[src/rtl/mem_arb_pkg.sv]
// Shared types for the unified-memory port arbiter: FSM state, transaction
// owner and the AddrMode encoding that fetch requests are forced to.
package mem_arb_pkg;

  typedef enum logic [1:0] {
    ST_IDLE = 2'd0,
    ST_REQ  = 2'd1,
    ST_WAIT = 2'd2,
    ST_RESP = 2'd3
  } state_e;

  typedef enum logic [1:0] {
    OWN_NONE = 2'd0,
    OWN_I    = 2'd1,
    OWN_D    = 2'd2
  } owner_e;

  // AddrMode value for a full 32-bit word access (byte=0, half=1, word=2).
  localparam logic [2:0] MODE_WORD = 3'b010;

endpackage

[src/rtl/arb_pick.sv]
// Winner select between the fetch and data requesters.
// Build option ARB_ROUND_ROBIN_EN: ties go to the requester that did not win
// last time; otherwise data always beats fetch because it is the older
// instruction.
module arb_pick
  import mem_arb_pkg::*;
(
  input  logic   i_req,
  input  logic   d_req,
  input  logic   i_last_is_d,
  output owner_e o_pick
);

`ifdef ARB_ROUND_ROBIN_EN
  // Alternate on a tie, otherwise grant whoever is asking.
  always_comb begin
    // NOTE: give every combinationally assigned signal a default first so no
    // path through the block leaves it unassigned and infers a latch.
    o_pick = OWN_NONE;
    if (i_req && d_req) begin
      o_pick = i_last_is_d ? OWN_I : OWN_D;
    end else if (d_req) begin
      o_pick = OWN_D;
    end else if (i_req) begin
      o_pick = OWN_I;
    end
  end
`else
  // Fixed priority has no use for the previous winner.
  logic w_unused_last;
  assign w_unused_last = i_last_is_d;

  // Data first, then fetch.
  always_comb begin
    o_pick = OWN_NONE;
    if (d_req) begin
      o_pick = OWN_D;
    end else if (i_req) begin
      o_pick = OWN_I;
    end
  end
`endif

endmodule

[src/rtl/mem_port_arbiter.sv]
// Shares one memory port between instruction fetch and the memory stage.
// Four-state FSM: IDLE picks and latches a request, REQ holds m_req until
// m_gnt, WAIT collects m_rvalid, RESP pulses the owner's valid for one cycle.
// Build option ARB_ROUND_ROBIN_EN adds a last-owner register for fair ties.
module mem_port_arbiter
  import mem_arb_pkg::*;
#(
  parameter int WIDTH  = 32,
  parameter int MODE_W = 3
) (
  input  logic              clk,
  input  logic              rst,
  // fetch requester
  input  logic              i_req,
  input  logic [WIDTH-1:0]  i_addr,
  output logic [WIDTH-1:0]  i_rdata,
  output logic              i_valid,
  output logic              i_stall,
  // data requester
  input  logic              d_req,
  input  logic              d_we,
  input  logic [WIDTH-1:0]  d_addr,
  input  logic [WIDTH-1:0]  d_wdata,
  input  logic [MODE_W-1:0] d_mode,
  output logic [WIDTH-1:0]  d_rdata,
  output logic              d_valid,
  output logic              d_stall,
  // memory port
  output logic              m_req,
  output logic              m_we,
  output logic [WIDTH-1:0]  m_addr,
  output logic [WIDTH-1:0]  m_wdata,
  output logic [MODE_W-1:0] m_mode,
  input  logic              m_gnt,
  input  logic              m_rvalid,
  input  logic [WIDTH-1:0]  m_rdata
);

  state_e             r_state;
  state_e             w_next;
  owner_e             r_owner;
  owner_e             w_pick;
  logic               w_last_is_d;
  logic               w_m_req;
  logic               r_m_we;
  logic [WIDTH-1:0]   r_m_addr;
  logic [WIDTH-1:0]   r_m_wdata;
  logic [MODE_W-1:0]  r_m_mode;
  logic [WIDTH-1:0]   r_i_rdata;
  logic [WIDTH-1:0]   r_d_rdata;
  logic               r_i_valid;
  logic               r_d_valid;

  arb_pick u_pick (
    .i_req       (i_req),
    .d_req       (d_req),
    .i_last_is_d (w_last_is_d),
    .o_pick      (w_pick)
  );

`ifdef ARB_ROUND_ROBIN_EN
  logic r_last_is_d;

  // Remember who won the most recent grant; starts as fetch so data wins the
  // first tie.
  always_ff @(posedge clk or negedge rst) begin
    if (!rst) begin
      r_last_is_d <= 1'b0;
    end else if (r_state == ST_IDLE && w_pick != OWN_NONE) begin
      r_last_is_d <= (w_pick == OWN_D);
    end
  end

  assign w_last_is_d = r_last_is_d;
`else
  assign w_last_is_d = 1'b0;
`endif

  // State register.
  always_ff @(posedge clk or negedge rst) begin
    if (!rst) begin
      r_state <= ST_IDLE;
    end else begin
      // NOTE: sequential state always uses non-blocking assignment so every
      // flop samples pre-edge values regardless of statement order.
      r_state <= w_next;
    end
  end

  // Next-state: m_rvalid is only looked at in WAIT, so strays are harmless.
  always_comb begin
    w_next = r_state;
    case (r_state)
      ST_IDLE: if (w_pick != OWN_NONE) w_next = ST_REQ;
      ST_REQ:  if (m_gnt)              w_next = ST_WAIT;
      ST_WAIT: if (m_rvalid)           w_next = ST_RESP;
      ST_RESP:                         w_next = ST_IDLE;
      default:                         w_next = ST_IDLE;
    endcase
  end

  // FSM outputs: the memory request is live only in REQ.
  always_comb begin
    w_m_req = (r_state == ST_REQ);
  end

  // Latch the winner's request, capture the response and raise the owner's
  // valid so it is high exactly during RESP.
  always_ff @(posedge clk or negedge rst) begin
    if (!rst) begin
      r_owner   <= OWN_NONE;
      r_m_we    <= 1'b0;
      r_m_addr  <= '0;
      r_m_wdata <= '0;
      r_m_mode  <= '0;
      r_i_rdata <= '0;
      r_d_rdata <= '0;
      r_i_valid <= 1'b0;
      r_d_valid <= 1'b0;
    end else begin
      r_i_valid <= 1'b0;
      r_d_valid <= 1'b0;
      case (r_state)
        ST_IDLE: begin
          if (w_pick == OWN_D) begin
            r_owner   <= OWN_D;
            r_m_we    <= d_we;
            r_m_addr  <= d_addr;
            r_m_wdata <= d_wdata;
            r_m_mode  <= d_mode;
          end else if (w_pick == OWN_I) begin
            r_owner   <= OWN_I;
            r_m_we    <= 1'b0;
            r_m_addr  <= i_addr;
            r_m_mode  <= MODE_W'(MODE_WORD);
          end
        end
        ST_WAIT: begin
          if (m_rvalid) begin
            if (r_owner == OWN_I) begin
              r_i_rdata <= m_rdata;
              r_i_valid <= 1'b1;
            end else if (r_owner == OWN_D) begin
              r_d_rdata <= m_rdata;
              r_d_valid <= 1'b1;
            end
          end
        end
        ST_RESP: r_owner <= OWN_NONE;
        default: ;
      endcase
    end
  end

  assign m_req   = w_m_req;
  assign m_we    = r_m_we;
  assign m_addr  = r_m_addr;
  assign m_wdata = r_m_wdata;
  assign m_mode  = r_m_mode;
  assign i_rdata = r_i_rdata;
  assign d_rdata = r_d_rdata;
  assign i_valid = r_i_valid;
  assign d_valid = r_d_valid;
  assign i_stall = i_req & ~r_i_valid;
  assign d_stall = d_req & ~r_d_valid;

endmodule

[config.mk]
export PLATFORM = sky130hd
export DESIGN_NAME = mem_port_arbiter
export DESIGN_NICKNAME = d
export VERILOG_FILES = /design/src/rtl/mem_arb_pkg.sv /design/src/rtl/arb_pick.sv /design/src/rtl/mem_port_arbiter.sv
export SDC_FILE = /design/constraint.sdc
export NUM_CORES = 1
export LEC_CHECK = 0
export CORE_ASPECT_RATIO = 1.5
export CORE_MARGIN = 5
export CORE_UTILIZATION = 37
export DETAILED_ROUTE_END_ITERATION = 12
export PLACE_DENSITY = 0.77
export RECOVER_POWER = 25
export SLEW_MARGIN = 20
export SYNTH_ARGS = -nofsm -noshare
export SYNTH_HDL_FRONTEND = slang
export SYNTH_SLANG_ARGS = --single-unit
[constraint.sdc]
create_clock -name clk -period 1.7 [get_ports clk]
set_input_delay 0.255 -clock clk [delete_from_list [all_inputs] [get_ports clk]]
set_output_delay 0.255 -clock clk [all_outputs]
set_load 0.01 [all_outputs]
* Word level (Yosys, flattened, before mapping)
Cells that the tools add are included.
Operators by class: eq/ne operators 11, mux-type cells 22, bitwise gates (word level) 5, reductions and logical operators 10
Operators with widths (count):
- 32-bit 2-to-1 mux | 2
- 2-bit 2-to-1 mux | 6
- 1-bit 2-to-1 mux | 10
- 2-bit equality test, second input constant | 4
- 2-bit one-hot mux with 4 select lines | 1
- 2-bit by 1-bit equality test with 1-bit output, second input constant | 3
- 3-bit 2-to-1 mux | 2
- 2-bit AND reduction | 3
- 3-bit AND reduction | 2
- 2-bit nonzero test | 3
- 2-bit != test, second input constant | 2
- 2-bit one-hot mux with 2 select lines | 1
- 4-bit AND reduction | 1
- 3-bit != test, second input constant | 1
- 1-bit NOT | 3
- 1-bit bitwise AND | 2
- 2-bit logical NOT | 1
- 2-bit by 1-bit != test with 1-bit output, second input constant | 1
Storage, ports and cells: register bits after elaboration 138, bits of input ports 138

* Logic depth before layout (Yosys ltp)
depth after elaboration 6, mapped depth 8, gate-level depth less buffers 5

* Cells and area by module
From an unflattened synthesis, not the netlist that was laid out.
Unflattened totals: cell total of the unflattened synthesis 399, area total of the unflattened synthesis 5576.6 µm²
Modules (own cells, without submodules):
- mem_port_arbiter | instances 1, cells each 397, area an instance 5555.3 µm², seq. area each 3453.3 µm²
- arb_pick | instances 1, cells each 2, area an instance 21.3 µm², seq. area each 0.0 µm²

* Worst setup path after synthesis
Ideal clock, no wire load.
path type register to register, start point register r_state[0], end point register r_m_wdata[0], in the netlist m_wdata[0], arrival time 1475 ps, slack 100 ps, stages on the path, launching flop included 7, buffers on the path 2, clock period less this slack 1600 ps, cells stage by stage dfrtp_1 inv_1 ha_1 buf_4 nand2_1 buf_2 mux2_2
Between the ends: longest elaborated chain between the ends 2
RTL lines:
- start, declared | RTL line mem_port_arbiter.sv:39 | state_e r_state;
- start signal, assigned | RTL line mem_port_arbiter.sv:86 | r_state <= w_next;
- 2-bit logical NOT | RTL line mem_port_arbiter.sv:123 | case (r_state)
- 2-bit AND reduction (no line)
- end signal, assigned | RTL line mem_port_arbiter.sv:129 | r_m_wdata <= d_wdata;
- end, declared | RTL line mem_port_arbiter.sv:47 | logic [WIDTH-1:0] r_m_wdata;
Every way passes these cells. A chain may end at the register's enable or synchronous reset.

* Final worst setup path
start point register r_state[1], end point output m_req
Between the ends: longest elaborated chain between the ends 1
RTL lines:
- 2-bit by 1-bit equality test with 1-bit output | RTL line mem_port_arbiter.sv:104 | w_m_req = (r_state == ST_REQ);
- end, declared | RTL line mem_port_arbiter.sv:29 | output logic m_req,
Every way passes these cells.

==> run_summary.xml <==
<?xml version="1.0" encoding="UTF-8"?>
<metrics>
  <group name="run_status">
    <metric name="status" unit="">completed</metric>
  </group>
  <group name="clock_network">
    <metric name="clock_tree.buffer_depth" unit="">2</metric>
    <metric name="cts_tree" unit="">yes</metric>
    <metric name="root_buffer" unit="">sky130_fd_sc_hd__clkbuf_16</metric>
    <metric name="cts_setup_buffers" unit="">0</metric>
    <metric name="clkSlewWorstSetupHoldPaths" unit="ns">0.06</metric>
    <metric name="cts.htree.levels" unit="">4</metric>
    <metric name="cts.sink_count" unit="">138</metric>
    <metric name="worstSkewPairLatency" unit="ns">0.40</metric>
    <metric name="total_cts_buffers" unit="">17</metric>
  </group>
  <group name="setup_path">
    <metric name="critPathArrivalTime" unit="ns">1.37</metric>
    <metric name="critPathSlowestCell" unit="">sky130_fd_sc_hd__dfrtp_1</metric>
    <metric name="critical_path_peak_fanout" unit="">4</metric>
    <metric name="worst_ep_required_time" unit="ns">1.44</metric>
    <metric name="critical_path.max_stage_delay" unit="ns">0.41</metric>
    <metric name="worst_setup_path_start_kind" unit="">flop</metric>
    <metric name="worstPathCellList" unit="">inv_1 -&gt; ha_1 -&gt; clkdlybuf4s15_1</metric>
    <metric name="critPathTopFamily" unit="">flip-flops</metric>
    <metric name="crit_path_end_kind" unit="">primary output</metric>
    <metric name="critical_path_buf_inv_count" unit="">2</metric>
    <metric name="crit_type" unit="">flop to primary output</metric>
  </group>
  <group name="pwr">
    <metric name="fin_total_pwr" unit="uW">16600</metric>
    <metric name="powerDensity" unit="nW/um^2">1760</metric>
    <metric name="power.ir.vdd_worst" unit="mV">0.900</metric>
    <metric name="p_leak" unit="uW">0.00432</metric>
  </group>
  <group name="detailed_routing">
    <metric name="detail_route.wirelength" unit="um">16600</metric>
    <metric name="route.vias.total" unit="">4183</metric>
    <metric name="drt-pass1-iter-count" unit="">4</metric>
    <metric name="route.detailed.drc" unit="">0</metric>
    <metric name="first_iter_violations" unit="">118</metric>
    <metric name="wl_per_instance" unit="um">18.8</metric>
    <metric name="antenna_left" unit="">0</metric>
    <metric name="vias_per_cell" unit="">4.72</metric>
  </group>
  <group name="finish">
    <metric name="layout_common_cells" unit="">sky130_fd_sc_hd__clkdlybuf4s50_1, sky130_fd_sc_hd__dfrtp_1, sky130_fd_sc_hd__mux2_4, sky130_fd_sc_hd__mux2_2</metric>
    <metric name="num-nets-final" unit="">813</metric>
    <metric name="layout-area-overhead-vs-synth" unit="%">62.8</metric>
    <metric name="num_antenna_cells" unit="">0</metric>
    <metric name="n_fill_cell" unit="">1213</metric>
    <metric name="most_common_cell_after_layout_fill_and_taps_aside" unit="">sky130_fd_sc_hd__clkdlybuf4s50_1</metric>
    <metric name="layout-drive-gt1-share" unit="%">21.8</metric>
  </group>
  <group name="global_route">
    <metric name="pin_count_of_the_biggest_net_entering_global_routing" unit="">56</metric>
    <metric name="wire_length_of_the_first_global_routing_pass" unit="um">25800</metric>
    <metric name="via_count_of_the_first_global_routing_pass" unit="">4612</metric>
    <metric name="groute.usage.overall" unit="%">18.1</metric>
    <metric name="antenna_found_initial" unit="">0</metric>
    <metric name="grt.overflow.total" unit="">0</metric>
  </group>
  <group name="floorplan">
    <metric name="pin_count" unit="">275</metric>
    <metric name="placement_rows" unit="">56</metric>
    <metric name="die_width" unit="um">112</metric>
    <metric name="die_height" unit="um">163</metric>
    <metric name="floorplan.die_area" unit="sq um">18300</metric>
    <metric name="floorplan.core_area" unit="sq um">15500</metric>
    <metric name="floorplan.initialDensity" unit="%">37.3</metric>
  </group>
  <group name="logic_synthesis">
    <metric name="synth_area" unit="sq um">5780</metric>
    <metric name="synth_nets" unit="">527</metric>
    <metric name="synth_warnings" unit="">0</metric>
    <metric name="avgSynthCellArea" unit="sq um">15.0</metric>
    <metric name="syn-instance-count" unit="">385</metric>
    <metric name="synth_cell_type_count" unit="">24</metric>
    <metric name="ys_seq_elements" unit="">138</metric>
    <metric name="ys_seq_area_share" unit="%">59.7</metric>
  </group>
  <group name="timing">
    <metric name="clock-skew-final" unit="ns">0.00624</metric>
    <metric name="report.final.hold_viol_count" unit="">0</metric>
    <metric name="grt_setup_unrepaired" unit="">false</metric>
    <metric name="tightest_slew" unit="ns">0.724</metric>
    <metric name="period_needed" unit="ns">1.63</metric>
    <metric name="maxSlewViolCount" unit="">0</metric>
    <metric name="finalSetupTns" unit="ns">0</metric>
    <metric name="slew_headroom" unit="%">51.7</metric>
    <metric name="setup_viol_count_final" unit="">0</metric>
    <metric name="post-route-period-util" unit="%">95.8</metric>
    <metric name="clock.fmax" unit="MHz">614</metric>
  </group>
  <group name="job">
    <metric name="cap_violations" unit="">0</metric>
  </group>
  <group name="hold_path">
    <metric name="min-delay-path-class" unit="">input pin to asynchronous set/reset pin</metric>
  </group>
  <group name="placed_design">
    <metric name="port-buffer-count" unit="">274</metric>
    <metric name="gp_congestion" unit="">0.822</metric>
    <metric name="place.detailed.hpwl" unit="um">12800</metric>
  </group>
</metrics>
-- per-layer routing --
layer | track usage (%) | up-vias | part of all wire [%]
li1 | - | 1920 | -
met1 | 19.7 | 2078 | 37
met2 | 32.8 | 154 | 55
met3 | 5.34 | 31 | 5.5
met4 | 7.27 | 0 | 3.2
met5 | 0 | - | 0
-- through the flow --
step | std cells | utilization, % | worst slack, ns | hold WS, ns | area [sq um]
global placement | 854 | 56.9 | 0.0207 | 0.111 | 8820
detailed placement | 854 | 56.9 | 0.0237 | 0.114 | 8820
CTS | 887 | 60.9 | 0.0325 | 0.247 | 9430
global route | 887 | 60.8 | 0.000399 | 0.266 | 9420
floorplan | 385 | - | 0.100 | -0.0406 | 5780
finish | 887 | 60.8 | 0.0712 | 0.266 | 9420
-- timing repair --
item | CTS | global route
endpoints found under the hold margin | 57 | 0
setup endpoints to repair | 3 | 38
hold buffers | 1 | 0
resized for setup | 3 | 3
-- worst reg2reg max path, cell delays in order, from the launching register on --
cell                       delay (ns)
sky130_fd_sc_hd__dfrtp_1         0.41
sky130_fd_sc_hd__inv_1           0.11
sky130_fd_sc_hd__ha_2            0.26
sky130_fd_sc_hd__nand4b_4        0.15
sky130_fd_sc_hd__buf_4           0.23
sky130_fd_sc_hd__mux2_4          0.31
-- synthesized netlist by cell type, drive strengths merged --
master	n	area [sq um]
a21oi	1	5.00
a22o	1	8.76
a32o	4	40.0
buf	17	140
clkbuf	4	15.0
dfrtp	138	3450
ha	4	50.1
inv	7	26.3
mux2	97	1310
mux2i	33	330
nand2	33	124
nand4	1	21.3
nand4b	1	23.8
nor2	4	15.0
nor2b	3	18.8
nor3	1	10.0
nor3b	1	7.51
o21ai	33	165
o2bb2ai	1	8.76
o32a	1	10.0
-- flip-flops by register name, summed over array words and instances (netlist names), 2 cells and up --
name     count
m_addr      32
m_mode       3
m_wdata     32
d_rdata     32
i_rdata     32
r_owner      2
r_state      2
-- logic make-up (layout without fill, tap and decap cells) --
family	Yosys count	after routing	share of synthesized area [%]
AO/OA/AOI/OAI	41	41	4.11
adder cells (fa/ha/maj)	4	4	0.865
buffers and inverters	28	327	3.14
flip-flops	138	138	59.7
multiplexers	130	130	28.4
AND/OR/NAND/NOR	44	44	3.81
-- area by class of cell --
cell class / instances / area, sq um / share of cell area (%)
clock buffer: 19 / 443 / 4.70
timing repair buffer: 288 / 2910 / 30.9
inverter: 7 / 26.3 / 0.279
sequential: 138 / 3450 / 36.7
clock inverter: 13 / 168 / 1.78
tap: 203 / 254 / 2.70
multi-input combinational: 219 / 2160 / 23.0
-- where the power goes --
group          leakage, uW  internal (uW)  switching [uW]
Clock             0.000283           2360            1410
Combinational      0.00233           4440            2690
Sequential         0.00171           4800             882
-- path summary, 6_finish.rpt --
| check | cells after the start | start | end | slack, ns |
|---|---|---|---|---|
| min in group clk | 3 | d_req | r_owner[0] | 0.33 |
| worst min register to register | 2 | m_addr[27] | m_addr[27] | 0.48 |
| worst max register to register | 5 | r_state[0] | i_rdata[28] | 0.12 |
| max in group asynchronous | 3 | rst | m_addr[24] | 0.44 |
| worst min-delay path | 2 | rst | m_wdata[20] | 0.27 |
| worst max-delay path | 3 | r_state[1] | m_req | 0.07 |
(Power assumes the default switching activity.)
